### src/rtl/axis_variable_delay.sv
// axis_variable_delay: runtime-programmable sample delay line on an AXI4-Stream path.
// Latency: one cycle from input accept to the registered output beat.
// Backpressure: input is ready only when the output register is empty or draining this cycle.
module axis_variable_delay #(
    parameter int AXIS_TDATA_WIDTH = 32,
    parameter int ADDR_WIDTH       = 5
) (
    input  logic                        aclk,
    input  logic                        aresetn,
    input  logic [ADDR_WIDTH-1:0]       cfg_delay,
    output logic                        sts_primed,
    output logic                        s_axis_tready,
    input  logic [AXIS_TDATA_WIDTH-1:0] s_axis_tdata,
    input  logic                        s_axis_tvalid,
    input  logic                        m_axis_tready,
    output logic [AXIS_TDATA_WIDTH-1:0] m_axis_tdata,
    output logic                        m_axis_tvalid
);
    localparam int                  DEPTH    = 1 << ADDR_WIDTH;
    localparam logic [ADDR_WIDTH:0] FILL_MAX = (ADDR_WIDTH+1)'(DEPTH);
    localparam logic [ADDR_WIDTH:0] FILL_ONE = (ADDR_WIDTH+1)'(1);
    localparam logic [ADDR_WIDTH-1:0] PTR_ONE = ADDR_WIDTH'(1);

    logic [AXIS_TDATA_WIDTH-1:0] mem [DEPTH];
    logic [ADDR_WIDTH-1:0]       wr_ptr;
    logic [ADDR_WIDTH-1:0]       delay_reg;
    logic [ADDR_WIDTH-1:0]       rd_idx;
    logic [ADDR_WIDTH:0]         fill;
    logic                        aresetn_q;
    logic                        accept;
    logic                        have_history;
    logic [AXIS_TDATA_WIDTH-1:0] sel_dat;

    // Ready is held off for one cycle after reset release so the first edge sees settled state.
    assign s_axis_tready = aresetn_q & (~m_axis_tvalid | m_axis_tready);
    assign accept        = s_axis_tvalid & s_axis_tready;
    assign rd_idx        = wr_ptr - delay_reg;
    assign have_history  = (fill >= {1'b0, delay_reg});
    assign sts_primed    = have_history;

    always_comb begin
        sel_dat = '0;
        if (delay_reg == '0) begin
            sel_dat = s_axis_tdata;
        end else if (have_history) begin
            sel_dat = mem[rd_idx];
        end
    end

    // History storage is deliberately not reset; fill gates every read of stale entries.
    always_ff @(posedge aclk) begin
        if (accept) begin
            mem[wr_ptr] <= s_axis_tdata;
        end
    end

    always_ff @(posedge aclk or negedge aresetn) begin
        if (!aresetn) begin
            aresetn_q     <= 1'b0;
            wr_ptr        <= '0;
            fill          <= '0;
            delay_reg     <= '0;
            m_axis_tdata  <= '0;
            m_axis_tvalid <= 1'b0;
        end else begin
            aresetn_q <= 1'b1;
            delay_reg <= cfg_delay;
            if (accept) begin
                wr_ptr        <= wr_ptr + PTR_ONE;
                if (fill != FILL_MAX) begin
                    fill <= fill + FILL_ONE;
                end
                m_axis_tdata  <= sel_dat;
                m_axis_tvalid <= 1'b1;
            end else if (m_axis_tready) begin
                m_axis_tvalid <= 1'b0;
            end
        end
    end
endmodule

### config.mk
export PLATFORM = sky130hd
export DESIGN_NAME = axis_variable_delay
export DESIGN_NICKNAME = d
export VERILOG_FILES = /design/src/rtl/axis_variable_delay.sv
export SDC_FILE = /design/constraint.sdc
export NUM_CORES = 1
export LEC_CHECK = 0
export CAP_MARGIN = 20
export CORE_ASPECT_RATIO = 1.25
export CORE_MARGIN = 1.5
export CORE_UTILIZATION = 51
export DETAILED_ROUTE_END_ITERATION = 6
export PLACE_DENSITY = 0.67
export SYNTH_ARGS = -nofsm -noshare
export SYNTH_HDL_FRONTEND = slang
export SYNTH_SLANG_ARGS = --single-unit
### constraint.sdc
create_clock -name aclk -period 3.75 [get_ports aclk]
set_input_delay 0.5625 -clock aclk [delete_from_list [all_inputs] [get_ports aclk]]
set_output_delay 0.5625 -clock aclk [all_outputs]
set_load 0.05 [all_outputs]
==> results of run 1 <==
[placed cells by master (no fill, tap or decap), types with 9 or more instances in the layout]
| cell | n |
|---|---|
| sky130_fd_sc_hd__buf_12 | 28 |
| sky130_fd_sc_hd__o21ai_1 | 33 |
| sky130_fd_sc_hd__clkdlybuf4s50_1 | 73 |
| sky130_fd_sc_hd__clkbuf_1 | 23 |
| sky130_fd_sc_hd__a22oi_1 | 32 |
| sky130_fd_sc_hd__mux4_2 | 256 |
| sky130_fd_sc_hd__clkinv_2 | 26 |
| sky130_fd_sc_hd__clkinv_1 | 9 |
| sky130_fd_sc_hd__dfrtp_1 | 50 |
| sky130_fd_sc_hd__edfxtp_1 | 1024 |
| sky130_fd_sc_hd__ha_1 | 14 |
| sky130_fd_sc_hd__buf_4 | 64 |
| sky130_fd_sc_hd__clkbuf_16 | 111 |
| sky130_fd_sc_hd__nand4_1 | 163 |
| sky130_fd_sc_hd__nor2_4 | 28 |
| sky130_fd_sc_hd__nand2_1 | 267 |
| sky130_fd_sc_hd__buf_16 | 11 |
| sky130_fd_sc_hd__bufinv_16 | 15 |
[per-stage QoR]
stage | util | cell area [sq um] | total power [mW] | setup slack (ns) | std cells
after floorplan | - | 41600 | 23.2 | 0.435 | 2054
after global placement | 0.552 | 44400 | 27.9 | 0.413 | 3160
after detailed placement | 0.552 | 44400 | 28.0 | 0.334 | 3160
after CTS | 0.595 | 47800 | 38.6 | 0.269 | 3351
after global routing | 0.603 | 48500 | 39.9 | 0.153 | 3378
final | 0.603 | 48500 | 38.4 | 0.305 | 3378
[worst max-delay path by stage]
stage / from / depth (start not counted) / endpoint / slack (ns)
final: fill[0]$_DFFE_PN0P_ / 8 / sts_primed / 0.31
after global routing: fill[0]$_DFFE_PN0P_ / 8 / sts_primed / 0.15
after CTS: fill[0]$_DFFE_PN0P_ / 8 / sts_primed / 0.27
after detailed placement: wr_ptr[0]$_DFFE_PN0P_ / 10 / m_axis_tdata[9]$_DFFE_PN0P_ / 0.33
after global placement: wr_ptr[0]$_DFFE_PN0P_ / 10 / m_axis_tdata[9]$_DFFE_PN0P_ / 0.41
after floorplan: m_axis_tvalid$_DFFE_PN0P_ / 6 / mem[28][0]$_DFFE_PP_ / 0.44
[worst reg2reg max path: cells and delay by family (launching register included)]
kind                       cells  cell delay, ns
AOI/OAI and AO/OA              2            0.46
DFF                            1            0.41
xor gates and xnor gates       1            0.63
adders and majority gates      2            0.69
buffers and inverters          2            0.43
and+or+nand+nor                3            0.65
[cell type report]
cell class | instances | area share
multi-input combinational | 849 | 0.191
tap | 1062 | 0.0274
timing repair buffer | 195 | 0.0498
clock inverter | 59 | 0.0145
clock buffer | 131 | 0.0564
inverter | 8 | 0.000620
sequential | 1074 | 0.660
[kinds of logic after synthesis]
logic type	count (synthesis)	share of synthesized area
AO/OA/AOI/OAI	76	0.0120
buffers and inverters	131	0.0151
multiplexers	256	0.139
flip-flops	1074	0.770
adder cells (fa/ha/maj)	16	0.00500
other	1	0.0000902
AND/OR/NAND/NOR	485	0.0552
XOR/XNOR	15	0.00388
[metal layers]
metal	up-vias	wire length, um	share of wire	GRT usage
li1	8785	-	-	-
met1	11400	39800	0.38	0.346
met2	1095	52100	0.50	0.422
met3	184	8960	0.086	0.0439
met4	2	3130	0.030	0.0860
met5	-	13	0.00013	0
[what timing repair did]
item | 4_1_cts | 5_1_grt
endpoints found under the setup margin | 1 | 0
hold buffers | 1 | 0
resized for setup | 1 | 0
hold endpoints to repair | 16 | 0
setup buffers | 0 | 0
[where the power goes]
| part | total [mW] | switching [mW] | internal, mW | leakage (nW) |
|---|---|---|---|---|
| logic | 14.0 | 8.47 | 5.50 | 4.08 |
| registers | 13.8 | 0.276 | 13.5 | 9.86 |
| clock network | 10.6 | 4.39 | 6.19 | 1.69 |
| total | 38.4 | 13.1 | 25.2 | 15.6 |
==> metrics.txt, run 1 <==
post-detailed-routing wire length between 100000 and 150000 um; length of the first detailed-routing pass in iterations 5; path depth of the worst reg2reg path 10; clock transition at the register clock pins on the worst setup and hold paths after CTS approximately 0.060 ns; slack of the worst reg-to-reg path between 0.3 and 0.4 ns; Port Buf Inserts 75; slowest cell on the critical path sky130_fd_sc_hd__dlygate4sd2_1; Filler Cells Inserted between 5k and 6k; worst hold start cfg_delay[1]; critical path data required time 3.19 ns; commonest register cell after synthesis sky130_fd_sc_hd__edfxtp_1; cell types occupying the most area after synthesis sky130_fd_sc_hd__edfxtp_1 (74%), sky130_fd_sc_hd__mux4_2 (14%), sky130_fd_sc_hd__dfrtp_1 (3.0%), sky130_fd_sc_hd__nand4_1 (2.5%), sky130_fd_sc_hd__nand2_1 (2.4%); worst-case clock skew about 0.026 ns; top cells by count, synth sky130_fd_sc_hd__edfxtp_1 (1024), sky130_fd_sc_hd__nand2_1 (268), sky130_fd_sc_hd__mux4_2 (256), sky130_fd_sc_hd__nand4_1 (163), sky130_fd_sc_hd__dfrtp_1 (50); worst max-slew margin expressed relative to the limit 0.261; Max Clk Rate just under 0.3 GHz; global placement routability congestion just over 0.8; Netlist cell types 39; destination of the worst register-to-register timing path m_axis_tdata[9]$_DFFE_PN0P_; cell class contributing the biggest share of worst-path delay compound AO/OA/AOI/OAI gates; post-synthesis net count between 2k and 2.5k; hold path depth 1; end point of the most critical hold path delay_reg[1]$_DFF_PN0_; average wire per standard cell around 30 um; IR Drop Worst-Case VDD 0.737 mV; total power per unit cell area around 790 nW/um^2; Post-Syn Instances between 2k and 2.5k; register containing the most flip-flops in the final layout mem; run status finished clean; initial antenna violation count 1; number of nets in the layout around 2.3k; mean instance size in the synthesized netlist 20.2 sq um; Skew-Pair Late Insertion Delay approximately 0.67 ns; maximum number of pins on one net before global-route repair about 110; category of the critical setup timing path reg2out; number of register bits inferred by synthesis 1074; CTS H-tree lvls 3; sequential cell area approximately 32000 sq um; registers with the highest flip-flop counts mem (1024), m_axis_tdata (32), fill (6); WHS 0.338 ns; leading area contributor after synthesis sky130_fd_sc_hd__edfxtp_1; fraction of the yosys area taken by sequential cells 0.770; share of cells above drive strength 1 0.252; most frequently used cell type in the post-synthesis netlist sky130_fd_sc_hd__edfxtp_1; die boundary width between 200 and 300 um; number of global-route vias before repair around 22k; flip-flop count of the largest register after layout 1024; DRC violation count after routing 0; floorplan die area around 83000 sq um; Crit path top cell by count sky130_fd_sc_hd__a21o_1; FP Rows between 100 and 150; starting utilization of the core area 0.517; synth-to-layout area growth 16.6%; Syn. warnings 0; clock tree from TritonCTS built; sequence of cells on the critical path inv_1 > ha_1 > nand2b_1 > a21o_1 > a21o_1 > a2111oi_4 > nor2_1 > dlygate4sd2_1; number of enable-type register cells in the synthesized netlist 1024; buffers from clock root to sink, at most 3; Slew @ Worst Pin about 1.1 ns; Clk Tree Root Cell sky130_fd_sc_hd__clkbuf_16; num ports between 70 and 80; Final setup violation count 0; leakage power around 16 nW; number of violations of the max-capacitance limit 0; GRT Total Usage 0.255; Remaining Overflow, GRT 0; area of the multi-input gates about 9200 sq um; clock buffer count from CTS roughly 100; routed vias/inst ~6.3; Max FO, Critical Path 3; fin crit share 0.919; setup TNS 0 ns; startpoint of the worst register-to-register path wr_ptr[0]$_DFFE_PN0P_; First DRT Iteration DRCs between 2k and 2.5k; biggest cell delay along the critical path roughly 0.43 ns; Post-synth ARST share 0.0466; DP Wirelength ~57000 um; total vias in the final route between 20k and 25k; clock period minus final worst setup slack roughly 3.4 ns; post-synthesis instance area 41600 sq um; antenna cell count 0; clock sink count 1074; endpoint arrival time on the critical path around 2.9 ns; kind of path behind the tightest hold check in2reg; number of hold-slack violations in the final timing report 0; vertical die dimension 322 um; portion of synthesized cell area occupied by the leading cell type 0.740; startpoint class of the critical path flip-flop; number of max-slew violations in the final report 0; global-route wire length before repair 151000 um; remaining number of nets flagged by the antenna check after routing 0; unrepaired setup endpoints after global routing no; critical path endpoint category output port; area of the placeable core 80400 sq um; count of buffer and inverter cells on the critical path 2
Power figures use the tool's default switching activity.
==> run 2: changes to the inputs <==
--- a/config.mk
+++ b/config.mk
@@ -9,6 +9,7 @@
 export CORE_ASPECT_RATIO = 1.25
 export CORE_MARGIN = 1.5
 export CORE_UTILIZATION = 51
+export CTS_BUF_LIST = sky130_fd_sc_hd__clkbuf_4 sky130_fd_sc_hd__clkbuf_8 sky130_fd_sc_hd__clkbuf_16
 export DETAILED_ROUTE_END_ITERATION = 6
 export PLACE_DENSITY = 0.67
 export SYNTH_ARGS = -nofsm -noshare
==> constraint.sdc (replaced) <==
create_clock -name aclk -period 3.75 [get_ports aclk]
set_input_delay 0.75 -clock aclk [delete_from_list [all_inputs] [get_ports aclk]]
set_output_delay 0.75 -clock aclk [all_outputs]
set_load 0.05 [all_outputs]
==> run 2 against run 1 <==
Highest routed layer unchanged. Register-to-register slack improved by 0.27 ns. Worst setup slack got worse by 0.095 ns. Clock skew fell by 0.0070 ns. Non-clock buffer count rose by 6. Count of clock-buffer cells in the layout did not move. Routed wire length rose by 0.19%. Largest cell class unchanged.
==> metrics.txt, run 2 (synthesis results as in run 1) <==
First DRT Iteration DRCs 2774 (+17%); Remaining Overflow, GRT 0 (unchanged); register containing the most flip-flops in the final layout mem; synth-to-layout area growth 16.2%; routed vias/inst 6.42 (+1.1%); clock group share of total power 0.268 (-0.008); die boundary width 258 um (unchanged); commonest non-fill, non-tap cell in the layout sky130_fd_sc_hd__edfxtp_1; Filler Cells Inserted 5682 (+0.96%); startpoint class of the critical path flip-flop; Clk Tree Root Cell sky130_fd_sc_hd__clkbuf_16; clock buffer count from CTS 99 (-2.0%); CTS H-tree lvls 3 (unchanged); flip-flop count of the largest register after layout 1024 (unchanged); initial antenna violation count 3 (+2); Max FO, Critical Path 3 (unchanged); unrepaired setup endpoints after global routing no; GRT Total Usage 0.256 (+0.000913); total vias in the final route 21.7k (+1.1%); clock transition at the register clock pins on the worst setup and hold paths after CTS 0.06 ns (about the same); leakage power 15.6 nW (-0.21%); remaining number of nets flagged by the antenna check after routing 0 (unchanged); floorplan die area 83200 sq um (unchanged); clock tree from TritonCTS built; global placement routability congestion 0.779 (-4.6%); maximum number of pins on one net before global-route repair 78 (-30%); IR Drop Worst-Case VDD 1.00 mV (+36%); finished layout cell area 48300 sq um (-0.36%); Worst Setup Slack post-DPL 0.575 ns (+0.240 ns); setup TNS 0 ns (unchanged); number of global-route vias before repair 22.1k (+0.091%); WHS 0.0538 ns (-0.284 ns); final core occ 0.600 (-0.00215); Final setup violation count 0 (unchanged); switching pwr 12.9 mW (-1.7%); switching power as a share of total power 0.340 (-0.00222); DRC violation count after routing 0 (unchanged); num ports 76 (unchanged); buffers from clock root to sink, at most 3 (unchanged); number of max-slew violations in the final report 0 (unchanged); average wire per standard cell 30.8 um (+0.16%); clock sink count 1074 (unchanged); Slew @ Worst Pin 1.08 ns (-0.0232 ns); worst-case clock skew 0.0194 ns (-0.00696 ns); Skew-Pair Late Insertion Delay 0.66 ns (about the same); vertical die dimension 322 um (unchanged); global-route wire length before repair 151000 um (-0.47%); category of the critical setup timing path reg2out; critical path data required time 3.00 ns (-0.19 ns); internal power contribution 25.0 mW (-0.75%); fin crit share 0.944 (+0.0253); registers with the highest flip-flop counts mem (1024), m_axis_tdata (32), fill (6); share of cells above drive strength 1 0.256 (+0.00389); commonest cells after routing, fill and taps aside sky130_fd_sc_hd__edfxtp_1 (1024), sky130_fd_sc_hd__nand2_1 (267), sky130_fd_sc_hd__mux4_2 (256); Combinational Power Share 0.368 (+0.004); FP Rows 116 (unchanged); starting utilization of the core area 0.517 (unchanged); Max Clk Rate 0.283 GHz (-2.7%); length of the first detailed-routing pass in iterations 5 (unchanged); worst max-slew margin expressed relative to the limit 0.276 (+0.0155); number of hold-slack violations in the final timing report 0 (unchanged); postcts setup bufs 0 (unchanged); area of the multi-input gates 9240 sq um (unchanged); number of nets in the layout 2290 (+0.17%); sequential cell area 32000 sq um (unchanged); first element of the critical path fill[0]$_DFFE_PN0P_; startpoint of the worst register-to-register path wr_ptr[0]$_DFFE_PN0P_; kind of path behind the tightest hold check in2async; total power per unit cell area 786 nW/um^2 (-0.73%); setup slack after layout 0.211 ns (-0.0947 ns); sequential share of power 0.364 (+0.004); DP Wirelength 55700 um (-1.8%); Port Buf Inserts 75 (unchanged); post-detailed-routing wire length 104000 um (+0.19%); total cell area at the placement stage 44500 sq um (+0.26%); area of the placeable core 80400 sq um (unchanged); endpoint arrival time on the critical path 2.79 ns (-0.09 ns); run status finished clean; number of violations of the max-capacitance limit 0 (unchanged); critical path endpoint category output port; clock period minus final worst setup slack 3.54 ns (+0.0947 ns)
## run 2: cell count changes in the layout (fill, tap and decap cells not counted), moves of 4 or more
cell / before / now
sky130_fd_sc_hd__buf_8: 7 / 3
sky130_fd_sc_hd__clkbuf_4: 0 / 22
sky130_fd_sc_hd__clkinv_1: 9 / 24
sky130_fd_sc_hd__clkbuf_1: 23 / 0
sky130_fd_sc_hd__bufinv_16: 15 / 9
sky130_fd_sc_hd__clkinv_2: 26 / 17
sky130_fd_sc_hd__buf_4: 64 / 77
## run 2: what timing repair did
item | in CTS | in global routing
resized for setup | 1 | 0
hold buffers | 0 | 0
setup endpoints to repair | 1 | 0
## run 2: final cells by class
cell class / instances / area share
clock inverter: 53 / 0.00972
sequential: 1074 / 0.663
timing repair buffer: 201 / 0.0493
multi-input combinational: 849 / 0.191
tap: 1062 / 0.0275
antenna: 1 / 0.0000518
inverter: 8 / 0.000622
clock buffer: 131 / 0.0585
## run 2: worst paths after layout
path | endpoint | slack (ns) | cells after the start
worst max-delay path | sts_primed | 0.21 | 8
worst min-delay path | wr_ptr[2]$_DFFE_PN0P_ | 0.05 | 1
worst max register to register | m_axis_tdata[13]$_DFFE_PN0P_ | 0.59 | 10
worst min register to register | m_axis_tdata[1]$_DFFE_PN0P_ | 0.53 | 2
max in group asynchronous | m_axis_tdata[12]$_DFFE_PN0P_ | 2.91 | 2
min in group aclk | m_axis_tdata[1]$_DFFE_PN0P_ | 0.53 | 2
## run 2: worst max-delay path, stage by stage, from the launching register on
cell and delay (ns):
sky130_fd_sc_hd__dfrtp_1 0.39, sky130_fd_sc_hd__inv_1 0.13, sky130_fd_sc_hd__ha_1 0.24, sky130_fd_sc_hd__nand2b_1 0.14
sky130_fd_sc_hd__a21o_1 0.17, sky130_fd_sc_hd__a21o_1 0.21, sky130_fd_sc_hd__a2111oi_4 0.35, sky130_fd_sc_hd__nor2_1 0.07
sky130_fd_sc_hd__dlygate4sd2_1 0.42
## run 2: layer usage
layer  global-route usage  vias to the layer above  share of wire
met2                0.409                     1193           0.48
met4               0.0825                        2          0.028
li1                     -                     8783              -
met1                0.358                    11500           0.38
met5                    0                        -        0.00012
met3               0.0508                      195           0.11
## run 2: metrics by stage
| step | cells | total power, mW |
|---|---|---|
| after floorplan | 2054 | 23.2 |
| after global placement | 3174 | 27.9 |
| after detailed placement | 3174 | 28.0 |
| after CTS | 3358 | 38.1 |
| after global routing | 3378 | 39.5 |
| final | 3379 | 38.0 |
## run 2: power groups by stage
| stage | Clock (mW) | Combinational, mW | Sequential [mW] |
|---|---|---|---|
| floorplan | 0 | 9.04 | 14.2 |
| global placement | 0 | 13.9 | 14.0 |
| detailed placement | 0 | 14.0 | 14.0 |
| CTS | 10.3 | 14.0 | 13.8 |
| global route | 10.7 | 14.9 | 13.8 |
| finish | 10.2 | 14.0 | 13.8 |
==> run 3: changes to the inputs <==
--- a/config.mk
+++ b/config.mk
@@ -11,6 +11,8 @@
 export CORE_UTILIZATION = 51
 export CTS_BUF_LIST = sky130_fd_sc_hd__clkbuf_4 sky130_fd_sc_hd__clkbuf_8 sky130_fd_sc_hd__clkbuf_16
 export DETAILED_ROUTE_END_ITERATION = 6
+export GPL_TIMING_DRIVEN = 0
+export HOLD_SLACK_MARGIN = 0.02
 export PLACE_DENSITY = 0.67
 export SYNTH_ARGS = -nofsm -noshare
 export SYNTH_HDL_FRONTEND = slang
==> run 3 against run 2 <==
The flow now finishes with violations (design-rule violations). Fmax decreased by 4.7%. Via count rose by 1.2%. Design area rose by 1.1%. Non-clock buffer count increased by 61. Clock skew rose by 0.011 ns. Sequential cell count unchanged. Worst hold slack better by 0.068 ns. Critical path type is now reg2reg. Critical endpoint is now m_axis_tdata[4]$_DFFE_PN0P_. Largest cell class unchanged.
==> metrics.txt, run 3 (synthesis results as in run 1) <==
run status finished with violations; violated checks design-rule violations; Max Clk Rate 0.269 GHz (-4.7%); Slew @ Worst Pin 1.12 ns (+0.0390 ns); Max FO, Critical Path 10 (+7); global-route wire length before repair 156000 um (+3.2%); register containing the most flip-flops in the final layout mem; first element of the critical path wr_ptr[0]$_DFFE_PN0P_; share of cells above drive strength 1 0.255 (-0.00123); Clk Tree Root Cell sky130_fd_sc_hd__clkbuf_16; number of global-route vias before repair 22.4k (+1.3%); number of placed instances with taps included 3236 (+2.0%); finished layout cell area 48800 sq um (+1.1%); critical path data required time 4.32 ns (+1.32 ns); GRT Total Usage 0.264 (+0.00837); vertical die dimension 322 um (unchanged); synth-to-layout area growth 17.4%; final cell count without fillers 3448 (+2.0%); sequential share of power 0.345 (-0.019); kind of path behind the tightest hold check in2async; maximum number of pins on one net before global-route repair 34 (-56%); setup TNS 0 ns (unchanged); startpoint class of the critical path flip-flop; initial antenna violation count 6 (+3); slowest cell on the critical path sky130_fd_sc_hd__fa_1; startpoint of the worst register-to-register path wr_ptr[0]$_DFFE_PN0P_; commonest non-fill, non-tap cell in the layout sky130_fd_sc_hd__edfxtp_1; unrepaired setup endpoints after global routing no; total power per unit cell area 816 nW/um^2 (+3.8%); area of the placeable core 80400 sq um (unchanged); clock buffer count from CTS 103 (+4.0%); count of cells resized by post-cts repair 11 (+10); clock transition at the register clock pins on the worst setup and hold paths after CTS 0.06 ns (about the same); Combinational Power Share 0.386 (+0.018); floorplan die area 83200 sq um (unchanged); Remaining Overflow, GRT 0 (unchanged); category of the critical setup timing path reg2reg; number of hold-slack violations in the final timing report 0 (unchanged); number of max-slew violations in the final report 0 (unchanged); number of gates on the worst path with buffers counted 10 (+2); critical path endpoint m_axis_tdata[4]$_DFFE_PN0P_; Crit path top cell by count sky130_fd_sc_hd__nand4_1; clock group share of total power 0.269 (about the same); remaining number of nets flagged by the antenna check after routing 0 (unchanged); CTS H-tree lvls 3 (unchanged); number of violations of the max-capacitance limit 0 (unchanged); DRC violation count after routing 1 (+1); switching power as a share of total power 0.368 (+0.0277); commonest cells after routing, fill and taps aside sky130_fd_sc_hd__edfxtp_1 (1024), sky130_fd_sc_hd__nand2_1 (268), sky130_fd_sc_hd__mux4_2 (256); cell class contributing the biggest share of worst-path delay buffers and inverters; flip-flop count of the largest register after layout 1024 (unchanged); post-detailed-routing wire length 108000 um (+3.5%); path depth of the worst reg2reg path 10 (unchanged); slack of the worst reg-to-reg path 0.04 ns (-0.55 ns); Worst Setup Slack post-DPL -0.230 ns (-0.805 ns); routed vias/inst 6.36 (-0.80%); total cell area at the placement stage 44800 sq um (+0.62%); leakage power 15.7 nW (+0.94%); biggest cell delay along the critical path 0.71 ns (+0.29 ns); switching pwr 14.6 mW (+13%); number of nets in the layout 2355 (+2.8%); FP Rows 116 (unchanged); IR Drop Worst-Case VDD 0.571 mV (-43%); First DRT Iteration DRCs 2701 (-2.6%); starting utilization of the core area 0.517 (unchanged); DP Wirelength 71300 um (+28%); die boundary width 258 um (unchanged); count of buffer and inverter cells on the critical path 3 (+1); hold-fix buffers at CTS 0 (unchanged); final core occ 0.607 (+0.00643); Port Buf Inserts 75 (unchanged); clock sink count 1074 (unchanged); length of the first detailed-routing pass in iterations 7 (+2); clock period minus final worst setup slack 3.71 ns (+0.174 ns); postcts setup bufs 0 (unchanged); buffers from clock root to sink, at most 3 (unchanged); registers with the highest flip-flop counts mem (1024), m_axis_tdata (32), fill (6); sequence of cells on the critical path inv_1 > ha_1 > fa_1 > buf_2 > clkdlybuf4s15_2 > mux4_2 > nand2_1 > nand4_1 > nand4_1 > o21ai_1; global placement routability congestion 0.851 (+9.3%); power consumption 39.8 mW (+4.9%); total vias in the final route 21.9k (+1.2%); worst-case clock skew 0.0299 ns (+0.0106 ns); Final setup violation count 0 (unchanged); endpoint arrival time on the critical path 4.28 ns (+1.49 ns); Skew-Pair Late Insertion Delay 0.69 ns (+0.03 ns); average wire per standard cell 31.3 um (+1.4%); setup slack after layout 0.0370 ns (-0.174 ns); destination of the worst register-to-register timing path m_axis_tdata[4]$_DFFE_PN0P_; antenna cell count 0 (-1); num ports 76 (unchanged); WHS 0.121 ns (+0.0676 ns); critical path endpoint category flip-flop; clock tree from TritonCTS built; internal power contribution 25.2 mW (+0.50%); worst max-slew margin expressed relative to the limit 0.250 (-0.0261); fin crit share 0.990 (+0.0463)
## run 3: cell types whose count changed in the layout (fill, tap and decap cells not counted), moves of 4 or more
cell / before / now
sky130_fd_sc_hd__buf_4: 77 / 27
sky130_fd_sc_hd__clkbuf_1: 0 / 39
sky130_fd_sc_hd__buf_2: 1 / 35
sky130_fd_sc_hd__buf_1: 0 / 16
sky130_fd_sc_hd__buf_16: 9 / 19
sky130_fd_sc_hd__clkinv_1: 24 / 17
sky130_fd_sc_hd__clkbuf_2: 0 / 5
sky130_fd_sc_hd__clkinvlp_4: 2 / 7
sky130_fd_sc_hd__buf_12: 29 / 33
sky130_fd_sc_hd__inv_6: 1 / 5
## run 3: how the worst min path moves through the flow
stage	startpoint	to	slack, ns	cells after the start
floorplan	aresetn	aresetn_q$_DFF_PN0_	0.45	0
global placement	m_axis_tvalid$_DFFE_PN0P_	m_axis_tvalid$_DFFE_PN0P_	0.49	2
detailed placement	m_axis_tvalid$_DFFE_PN0P_	m_axis_tvalid$_DFFE_PN0P_	0.51	2
CTS	aresetn	fill[1]$_DFFE_PN0P_	0.11	1
global route	aresetn	m_axis_tdata[4]$_DFFE_PN0P_	0.17	1
finish	aresetn	m_axis_tdata[4]$_DFFE_PN0P_	0.12	1
## run 3: final cells by class
cell class	count	area, sq um
inverter	8	30.0
buffer	123	627
multi-input combinational	849	9150
clock buffer	129	2830
sequential	1074	32000
clock inverter	64	682
tap	1062	1330
fill	5624	31600
timing repair buffer	139	2150
## run 3: layer usage
layer,vias to the layer above,GRT usage,part of all wire
met5,-,0,0
met4,0,0.103,0.039
met3,247,0.0432,0.080
met2,1162,0.448,0.51
met1,11600,0.344,0.37
li1,8945,-,-
## run 3: power by group through the flow
stage          combinational [mW]  clock, mW  sequential (mW)
2_1_floorplan                9.04          0             14.2
3_3_place_gp                 14.7          0             14.0
3_5_place_dp                 15.1          0             14.0
4_1_cts                      15.3       10.8             13.7
5_1_grt                      16.1       11.3             13.8
6_report                     15.4       10.7             13.7
